### src/rtl/sm_als_responder_pkg.sv
// Shared constants and state encoding for the ALS SPI responder and its matrix-side master.
package sm_als_responder_pkg;

  localparam int SM_ALS_DATA_WIDTH  = 8;
  localparam int SM_ALS_LEAD_ZEROS  = 3;
  localparam int SM_ALS_FRAME_BITS  = 16;
  localparam int SM_ALS_SYNC_STAGES = 2;

  typedef enum logic [1:0] {
    IDLE  = 2'd0,
    SHIFT = 2'd1,
    DONE  = 2'd2
  } als_state_t;

endpackage

### src/rtl/sm_sync_rst.sv
// Multi-stage synchroniser with a synchronous reset to a configurable idle level.
module sm_sync_rst #(
  parameter int              SIZE      = 1,
  parameter int              STAGES    = 2,
  parameter logic [SIZE-1:0] RESET_VAL = '0
) (
  input  logic            clk,
  input  logic            rst,
  input  logic [SIZE-1:0] d,
  output logic [SIZE-1:0] q
);

  logic [SIZE-1:0] stage [STAGES];

  always_ff @(posedge clk) begin
    if (rst) begin
      for (int i = 0; i < STAGES; i++) stage[i] <= RESET_VAL;
    end else begin
      stage[0] <= d;
      for (int i = 1; i < STAGES; i++) stage[i] <= stage[i-1];
    end
  end

  assign q = stage[STAGES-1];

endmodule

### src/rtl/sm_als_responder.sv
// SPI responder emulating an ADC081S021-style ALS: shifts {lead zeros, sample, trail zeros} MSB first.
module sm_als_responder
  import sm_als_responder_pkg::*;
#(
  parameter int DATA_WIDTH  = SM_ALS_DATA_WIDTH,
  parameter int LEAD_ZEROS  = SM_ALS_LEAD_ZEROS,
  parameter int FRAME_BITS  = SM_ALS_FRAME_BITS,
  parameter int SYNC_STAGES = SM_ALS_SYNC_STAGES
) (
  input  logic                  clk,
  input  logic                  rst,
  input  logic [DATA_WIDTH-1:0] sampleIn,
  input  logic                  sampleWe,
  input  logic                  alsCS,
  input  logic                  alsSCK,
  output logic                  alsSDO,
  output logic                  busy,
  output logic                  frameDone,
  output logic                  frameError,
  output logic [15:0]           frameCnt
);

  localparam int TRAIL = FRAME_BITS - LEAD_ZEROS - DATA_WIDTH;
  localparam int CW    = $clog2(FRAME_BITS + 1);
  localparam int IW    = $clog2(FRAME_BITS);

  function automatic logic [FRAME_BITS-1:0] frame_of(input logic [DATA_WIDTH-1:0] s);
    return FRAME_BITS'(s) << TRAIL;
  endfunction

  logic                  cs_s, sck_s, cs_q, sck_q;
  logic                  cs_fall, cs_rise, sck_fall, sck_rise;
  logic [DATA_WIDTH-1:0] holding, shadow, load_val;
  logic [FRAME_BITS-1:0] frame, load_frame;
  logic [CW-1:0]         rise_cnt;
  logic [IW-1:0]         bit_idx;
  als_state_t            state;

  // CS idles at 0 after reset so a frame needs a visible high-to-low transition.
  sm_sync_rst #(.SIZE(1), .STAGES(SYNC_STAGES), .RESET_VAL(1'b0)) u_cs_sync (
    .clk(clk), .rst(rst), .d(alsCS), .q(cs_s)
  );

  sm_sync_rst #(.SIZE(1), .STAGES(SYNC_STAGES), .RESET_VAL(1'b1)) u_sck_sync (
    .clk(clk), .rst(rst), .d(alsSCK), .q(sck_s)
  );

  assign cs_fall  = cs_q & ~cs_s;
  assign cs_rise  = ~cs_q & cs_s;
  assign sck_fall = sck_q & ~sck_s;
  assign sck_rise = ~sck_q & sck_s;

  assign load_val   = sampleWe ? sampleIn : holding;
  assign load_frame = frame_of(load_val);
  assign frame      = frame_of(shadow);
  assign bit_idx    = IW'(FRAME_BITS - 1) - rise_cnt[IW-1:0];
  assign busy       = (state != IDLE);

  always_ff @(posedge clk) begin
    if (rst) begin
      cs_q       <= 1'b0;
      sck_q      <= 1'b1;
      holding    <= '0;
      shadow     <= '0;
      rise_cnt   <= '0;
      state      <= IDLE;
      alsSDO     <= 1'b0;
      frameDone  <= 1'b0;
      frameError <= 1'b0;
      frameCnt   <= '0;
    end else begin
      cs_q       <= cs_s;
      sck_q      <= sck_s;
      frameDone  <= 1'b0;
      frameError <= 1'b0;
      if (sampleWe) holding <= sampleIn;

      case (state)
        IDLE: begin
          if (cs_fall) begin
            shadow   <= load_val;
            rise_cnt <= '0;
            alsSDO   <= load_frame[FRAME_BITS-1];
            state    <= SHIFT;
          end
        end
        SHIFT: begin
          if (cs_rise) begin
            frameError <= 1'b1;
            alsSDO     <= 1'b0;
            state      <= IDLE;
          end else if (sck_rise) begin
            rise_cnt <= rise_cnt + 1'b1;
            if (rise_cnt == CW'(FRAME_BITS - 1)) state <= DONE;
          end else if (sck_fall && rise_cnt != '0) begin
            // The first fall after CS precedes any rise; bit 0 was already presented at CS fall.
            alsSDO <= frame[bit_idx];
          end
        end
        DONE: begin
          if (cs_rise) begin
            frameDone <= 1'b1;
            frameCnt  <= frameCnt + 16'd1;
            alsSDO    <= 1'b0;
            state     <= IDLE;
          end else if (sck_rise || sck_fall) begin
            alsSDO <= 1'b0;
          end
        end
        default: state <= IDLE;
      endcase
    end
  end

endmodule

### config.mk
export PLATFORM = sky130hd
export DESIGN_NAME = sm_als_responder
export DESIGN_NICKNAME = d
export VERILOG_FILES = /design/src/rtl/sm_als_responder_pkg.sv /design/src/rtl/sm_sync_rst.sv /design/src/rtl/sm_als_responder.sv
export SDC_FILE = /design/constraint.sdc
export NUM_CORES = 1
export LEC_CHECK = 0
export ABC_AREA = 1
export ABC_CLOCK_PERIOD_IN_PS = 1400
export CAP_MARGIN = 20
export CORE_MARGIN = 2
export CORE_UTILIZATION = 35
export CTS_CLUSTER_SIZE = 16
export DETAILED_ROUTE_END_ITERATION = 6
export GPL_TIMING_DRIVEN = 0
export PLACE_DENSITY = 0.65
export SYNTH_ARGS = -nofsm -noshare
export SYNTH_HDL_FRONTEND = slang
export SYNTH_HIERARCHICAL = 1
export SYNTH_SLANG_ARGS = --single-unit
### constraint.sdc
create_clock -name clk -period 1.4 [get_ports clk]
set_input_delay 0.28 -clock clk [delete_from_list [all_inputs] [get_ports clk]]
set_output_delay 0.28 -clock clk [all_outputs]
set_load 0.05 [all_outputs]
-- After elaboration in Yosys (flattened, before gate mapping)
Memory sizes are Yosys's and may differ from the RTL's.
Index checks and enable logic that the tools add are counted.
Widths: inputs -> output; s select.
- latch bits: 0
- word-level logic and storage cells: 84
- bits in writable memories: 4
- output and inout bits: 20
- bits in registers: 44
- memory bits (read-only): 0
- input bits: 13
- memories kept: 2
- memory list (name ; depth ; bits a word ; read ports ; clocked after Yosys merged registers in ; wr ports ; RTL line ; RTL):
    u_cs_sync.stage ; 2 ; 1 ; 2 ; 0 ; 2 ; sm_sync_rst.sv:13 ; logic [SIZE-1:0] stage [STAGES];
    u_sck_sync.stage ; 2 ; 1 ; 2 ; 0 ; 2 ; sm_sync_rst.sv:13 ;
- muxes and demuxes: 28
- div/mod/pow operators: 0
- reductions and logical operators: 14
- magnitude comparators: 1
- add/sub/neg operators: 3
- equality and inequality tests: 12
- multiply operators: 0
- shift operators: 0
- bitwise gates (word level): 14
- operators by type and width (cell ; count):
    $add 16x1->16 const B ; 1
    $mux 1 ; 15
    $mux 5 ; 3
    $ne 3x3->1 const B ; 5
    $mux 2 ; 5
    $pmux 5 s2 ; 1
    $mux 8 ; 1
    $ne 2x2->1 const B ; 4
    $reduce_and 4->1 ; 2
    $not 1->1 ; 6
    $pmux 2 s3 ; 1
    $add 5x1->5 const B ; 1
    $eq 5x4->1 const B ; 1
    $lt 4x5->1 const B ; 1
    $reduce_and 5->1 ; 1
    $reduce_bool 5->1 ; 1
    $and 1x1->1 ; 4
    $bmux 1 s4 ; 1
    $or 1x1->1 ; 4
    $reduce_and 2->1 ; 2
    $reduce_bool 2->1 ; 2
    $reduce_or 2->1 ; 2
    $sub 4x4->4 const A ; 1
    $pmux 1 s3 ; 1
    other kinds (6) ; 6

-- Longest topological paths before layout
An unclocked memory read counts as a cell.
- depth in word-level cells: 8
- depth in mapped cells: 11
- gate-level depth less buffers: 11

-- Modules after synthesis
The synthesis kept the hierarchy.
- modules (own cells, without submodules) (module ; area each (µm²) ; sequential area each (µm²) ; times used ; cells each):
    sm_als_responder ; 2090.8 ; 880.8 ; 1 ; 286
    sm_sync_rst at u_sck_sync ; 58.8 ; 40.0 ; 1 ; 7
    sm_sync_rst at u_cs_sync ; 55.1 ; 40.0 ; 1 ; 6

-- Worst setup path before layout
No wires, ideal clock.
- kind: register to register
- from: register frameCnt[0]
- to: register frameCnt[6]
- period minus slack after synthesis: 1651 ps
- arrival: 1532 ps
- setup time: 119 ps
- required time: 1281 ps
- cell stages (with the launch flop): 7
- path buffers: 0
- path slack: -251 ps
- cell sequence: dfxtp_1 -> ha_1 -> inv_1 -> nor3_4 -> nand2_1 -> o21ai_0 -> a21oi_1
- word-level cells in the longest chain between the ends: 1
- RTL lines (element ; RTL line ; RTL):
    start, declared ; sm_als_responder.sv:20 ; output logic [15:0] frameCnt
    start signal, assigned ; sm_als_responder.sv:103 ; frameCnt <= frameCnt + 16'd1;
    $add 16x1->16 ; sm_als_responder.sv:103 ;
Every way passes these cells.
A chain may end at the register's enable or synchronous reset.

-- Worst setup path after layout
- from: register rise_cnt[0]
- to: register state[1]
- word-level cells in the longest chain between the ends: 3
- RTL lines (element ; RTL line ; RTL):
    start, declared ; sm_als_responder.sv:35 ; logic [CW-1:0] rise_cnt;
    start signal, assigned ; sm_als_responder.sv:93 ; rise_cnt <= rise_cnt + 1'b1;
    $eq 5x4->1 ; sm_als_responder.sv:94 ; if (rise_cnt == CW'(FRAME_BITS - 1)) state <= DONE;
    $ne 3x3->1 (no line) ; n/a ;
    $reduce_and 4->1 (no line) ; n/a ;
    end signal, assigned ; sm_als_responder.sv:91 ; state <= IDLE;
    end signal, assigned ; sm_als_responder.sv:94 ;
    end signal, assigned ; sm_als_responder.sv:105 ; state <= IDLE;
    end, declared ; sm_als_responder.sv:37 ; als_state_t state;
Every way passes these cells.

==> results_dict.tcl <==
set metrics [dict create \
    cts_hold_repair.buffers 0 \
    clock-skew-final_ns 0.009552 \
    maximum_number_of_pins_on_one_net_before_global_route_repair 15 \
    synth.top_cell.area_share_pct 43.59 \
    postSynth.asyncResetShare_pct 0 \
    worst_setup_start_kind "flip-flop" \
    clock_sink_count 48 \
    post_dp_cell_area_mm2 0.002630 \
    top_level_ports 33 \
    final_core_util_pct 48.25 \
    clk_path_buf_depth 2 \
    fp.dieArea_mm2 0.006950 \
    die_x_um 83.37 \
    transition_time_at_the_pin_with_the_least_slew_margin_ns 0.5770 \
    final_max_slew_viol_count 0 \
    drt-total-wl_um 4815 \
    cts_tree "yes" \
    period_utilization_post_route_pct 96.66 \
    crit_path_max_fanout 4 \
    postSynthAreaPerCell_um2 7.373 \
    ant_nets 0 \
    yosys_warnings 6 \
    starting_density_pct 36.80 \
    die_boundary_height_um 83.37 \
    cp-end-kind "flip-flop" \
    layoutNonFillerInstCount 421 \
    grt_pass1_vias 1711 \
    cts_inserted_buffers 5 \
    synth_ff_type "sky130_fd_sc_hd__dfxtp_1" \
    synth.top_cells.by_area "sky130_fd_sc_hd__dfxtp_1 44%, sky130_fd_sc_hd__nand2_1 11%, sky130_fd_sc_hd__nor2_1 7.8%" \
    route.detailed.drc 0 \
    drtPass1Iterations 4 \
    grt_antenna_before_repair 0 \
    setup.worst_path.class "flip-flop to flip-flop" \
    track_usage_pct 13.72 \
    max_cap_viol_count 0 \
    post_synth_net_total 318 \
    routed_wire_length_per_instance_um 11.44 \
    library_cells_used_by_synthesis 29 \
    timing_hold_violations_final 0 \
    outcome "completed" \
    setup-violations-final 0 \
    post_drt_via_cell_ratio 4.651 \
    static-leakage-power_nw 1.175 \
    cts.reportedPaths.clkPinSlew_ns 0.09 \
    powerDensity_mw_per_mm2 845.4 \
    postLayoutCellArea_mm2 0.002890 \
    post_synth_instance_area_mm2 0.002205 \
    detailedPlacementHpwl_um 3411 \
    place_inst 405 \
    clk_latency_ns 0.30 \
    grt_setup_unrepaired "yes" \
    postSynthCellCount 299 \
    grt_first_pass_wirelength_um 7859 \
    drtIter0Drc 101 \
    port_buffers 31 \
    final_layout_size_suffix_gt1_share_pct 28.90 \
    cts_root_buffer "sky130_fd_sc_hd__clkbuf_8" \
    synth_largest_area_cell "sky130_fd_sc_hd__dfxtp_1" \
    synth_enable_flop_cells 0 \
    grt_overflow 0 \
    num_antenna_cells 0 \
    power.ir.vdd_worst_mv 0.4094 \
    crit_arrival_ns 1.58 \
    synth_sequential_area_ratio_pct 43.59 \
    post-route-min-period_ns 1.353 \
    htreeDepth 2 \
    flip_flop_and_latch_count_after_synthesis 48 \
    worst_slew_margin_rel_pct 61.53 \
    core-area_mm2 0.005991 \
    area.growth.synth_to_final_pct 31.10 \
    routabilityCongestion 0.7956 \
    num-nets-final 364 \
    critical_path_required_ns 1.62 \
    fmaxAchievable_mhz 739.0 \
    core.rowCount 28 \
    dr_total_vias 1958 \
    worst_hold_check_path_type "flip-flop to flip-flop" \
]
-- final timing paths --
check | start | endpoint | slack, ns | depth (start not counted)
worst min register to register | u_cs_sync/stage[0][0] | u_cs_sync/stage[0][1] | 0.41 | 2
worst min-delay path | u_cs_sync/stage[0][0] | u_cs_sync/stage[0][1] | 0.41 | 2
worst max register to register | rise_cnt[0] | state[1] | 0.05 | 8
worst max-delay path | rise_cnt[0] | state[1] | 0.05 | 8
-- through the flow --
step / hold WS, ns / worst slack (ns) / setup TNS [ns] / total power, W
after floorplan: 0.3512 / 0.05136 / 0 / 0.001553
after global placement: 0.3951 / -0.5323 / -18.97 / 0.001616
after detailed placement: 0.4068 / -0.5434 / -19.69 / 0.001621
after CTS: 0.4197 / 0.001428 / 0 / 0.002470
after global routing: 0.4271 / -0.03087 / -0.05857 / 0.002556
final: 0.4099 / 0.04676 / 0 / 0.002443
-- critical path, cell delays in order, from the launching register on --
cell and delay, ns:
sky130_fd_sc_hd__dfxtp_4 0.40, sky130_fd_sc_hd__ha_4 0.14, sky130_fd_sc_hd__inv_2 0.04, sky130_fd_sc_hd__nor3_2 0.16, sky130_fd_sc_hd__ha_2 0.21, sky130_fd_sc_hd__nand2_2 0.06
sky130_fd_sc_hd__nand2_2 0.08, sky130_fd_sc_hd__nand3_2 0.07, sky130_fd_sc_hd__a21oi_2 0.13
-- final cells by class --
class	count	area [µm²]
buffer	5	25.02
tap	75	93.84
clock buffer	6	82.58
timing repair buffer	40	370.4
sequential	48	999.7
inverter	42	161.4
clock inverter	2	10.01
multi-input combinational	203	1147
fill	588	3100
-- synthesized netlist by cell type (2+ instances only) --
master	count
sky130_fd_sc_hd__ha_1	6
sky130_fd_sc_hd__xor2_1	3
sky130_fd_sc_hd__clkbuf_1	2
sky130_fd_sc_hd__o21ai_0	6
sky130_fd_sc_hd__nand3_1	14
sky130_fd_sc_hd__nor2_2	4
sky130_fd_sc_hd__mux2i_1	8
sky130_fd_sc_hd__a21oi_1	25
sky130_fd_sc_hd__nand2_1	62
sky130_fd_sc_hd__nand2_2	3
sky130_fd_sc_hd__inv_2	3
sky130_fd_sc_hd__dfxtp_1	48
sky130_fd_sc_hd__a211oi_1	6
sky130_fd_sc_hd__buf_2	2
sky130_fd_sc_hd__inv_1	39
sky130_fd_sc_hd__nor3_1	9
sky130_fd_sc_hd__o21a_1	2
sky130_fd_sc_hd__nor2_1	46
-- cells in the final DEF (no fill, tap or decap), types with 2 or more instances in the layout --
cell type,instances
sky130_fd_sc_hd__clkbuf_8,6
sky130_fd_sc_hd__dfxtp_2,16
sky130_fd_sc_hd__clkdlybuf4s50_1,10
sky130_fd_sc_hd__mux2i_1,8
sky130_fd_sc_hd__o21a_1,2
sky130_fd_sc_hd__ha_2,3
sky130_fd_sc_hd__nor3_2,2
sky130_fd_sc_hd__a21oi_1,23
sky130_fd_sc_hd__buf_4,10
sky130_fd_sc_hd__nor2_1,41
sky130_fd_sc_hd__a21oi_2,2
sky130_fd_sc_hd__clkbuf_2,2
sky130_fd_sc_hd__clkinv_2,2
sky130_fd_sc_hd__inv_1,33
sky130_fd_sc_hd__inv_2,8
sky130_fd_sc_hd__o21ai_0,4
sky130_fd_sc_hd__nand3_1,13
sky130_fd_sc_hd__dfxtp_4,5
sky130_fd_sc_hd__ha_1,2
sky130_fd_sc_hd__buf_2,5
sky130_fd_sc_hd__nand2_2,5
sky130_fd_sc_hd__nand2_4,2
sky130_fd_sc_hd__xor2_1,3
sky130_fd_sc_hd__nor2_2,6
sky130_fd_sc_hd__clkdlybuf4s15_2,14
sky130_fd_sc_hd__dfxtp_1,27
sky130_fd_sc_hd__nand2_1,59
sky130_fd_sc_hd__nor2_4,4
sky130_fd_sc_hd__nand3_2,2
sky130_fd_sc_hd__nor3_1,7
sky130_fd_sc_hd__o21ai_1,2
sky130_fd_sc_hd__a211oi_1,6
-- cells by family (layout without fill, tap and decap cells) --
| logic type | count (synthesis) | count (layout) | synth area share [%] |
|---|---|---|---|
| AND/OR/NAND/NOR | 145 | 145 | 29.29 |
| multiplexers | 8 | 8 | 3.632 |
| flip-flops | 48 | 48 | 43.59 |
| adder cells (fa/ha/maj) | 6 | 6 | 3.405 |
| AO/OA/AOI/OAI | 41 | 41 | 10.44 |
| buffers and inverters | 48 | 95 | 8.456 |
| XOR/XNOR | 3 | 3 | 1.192 |
-- power breakdown --
group          leakage, nW  switching [W]  internal (W)
combinational        0.723       0.000109     0.0000818
clock               0.0510       0.000453      0.000395
sequential           0.401      0.0000157       0.00139
total                 1.18       0.000578       0.00187
-- sequential cells by signal, summed over array words and instances, names as in the netlist --
name and count:
holding 8, frameDone 1, shadow 8, frameError 1, u_sck_sync/stage 2, alsSDO 1, rise_cnt 5, u_cs_sync/stage 2
state 2, frameCnt 16, cs_q 1, sck_q 1
-- repair_timing --
action / CTS / global route
endpoints found under the setup margin: 57 / 23
pin swaps: 1 / 14
gates resized for setup: 72 / 41
setup buffers: 1 / 8
-- per-layer routing --
| layer | part of all wire, % | wire (µm) | vias to the layer above | global-route usage, % |
|---|---|---|---|---|
| li1 | - | - | 1039 | - |
| met5 | 0 | 0 | - | 0 |
| met3 | 3.8 | 183 | 6 | 3.579 |
| met4 | 1.3 | 61 | 0 | 4.471 |
| met1 | 48 | 2312 | 878 | 18.38 |
| met2 | 47 | 2257 | 35 | 21.48 |
Power figures use the tool's default switching activity.
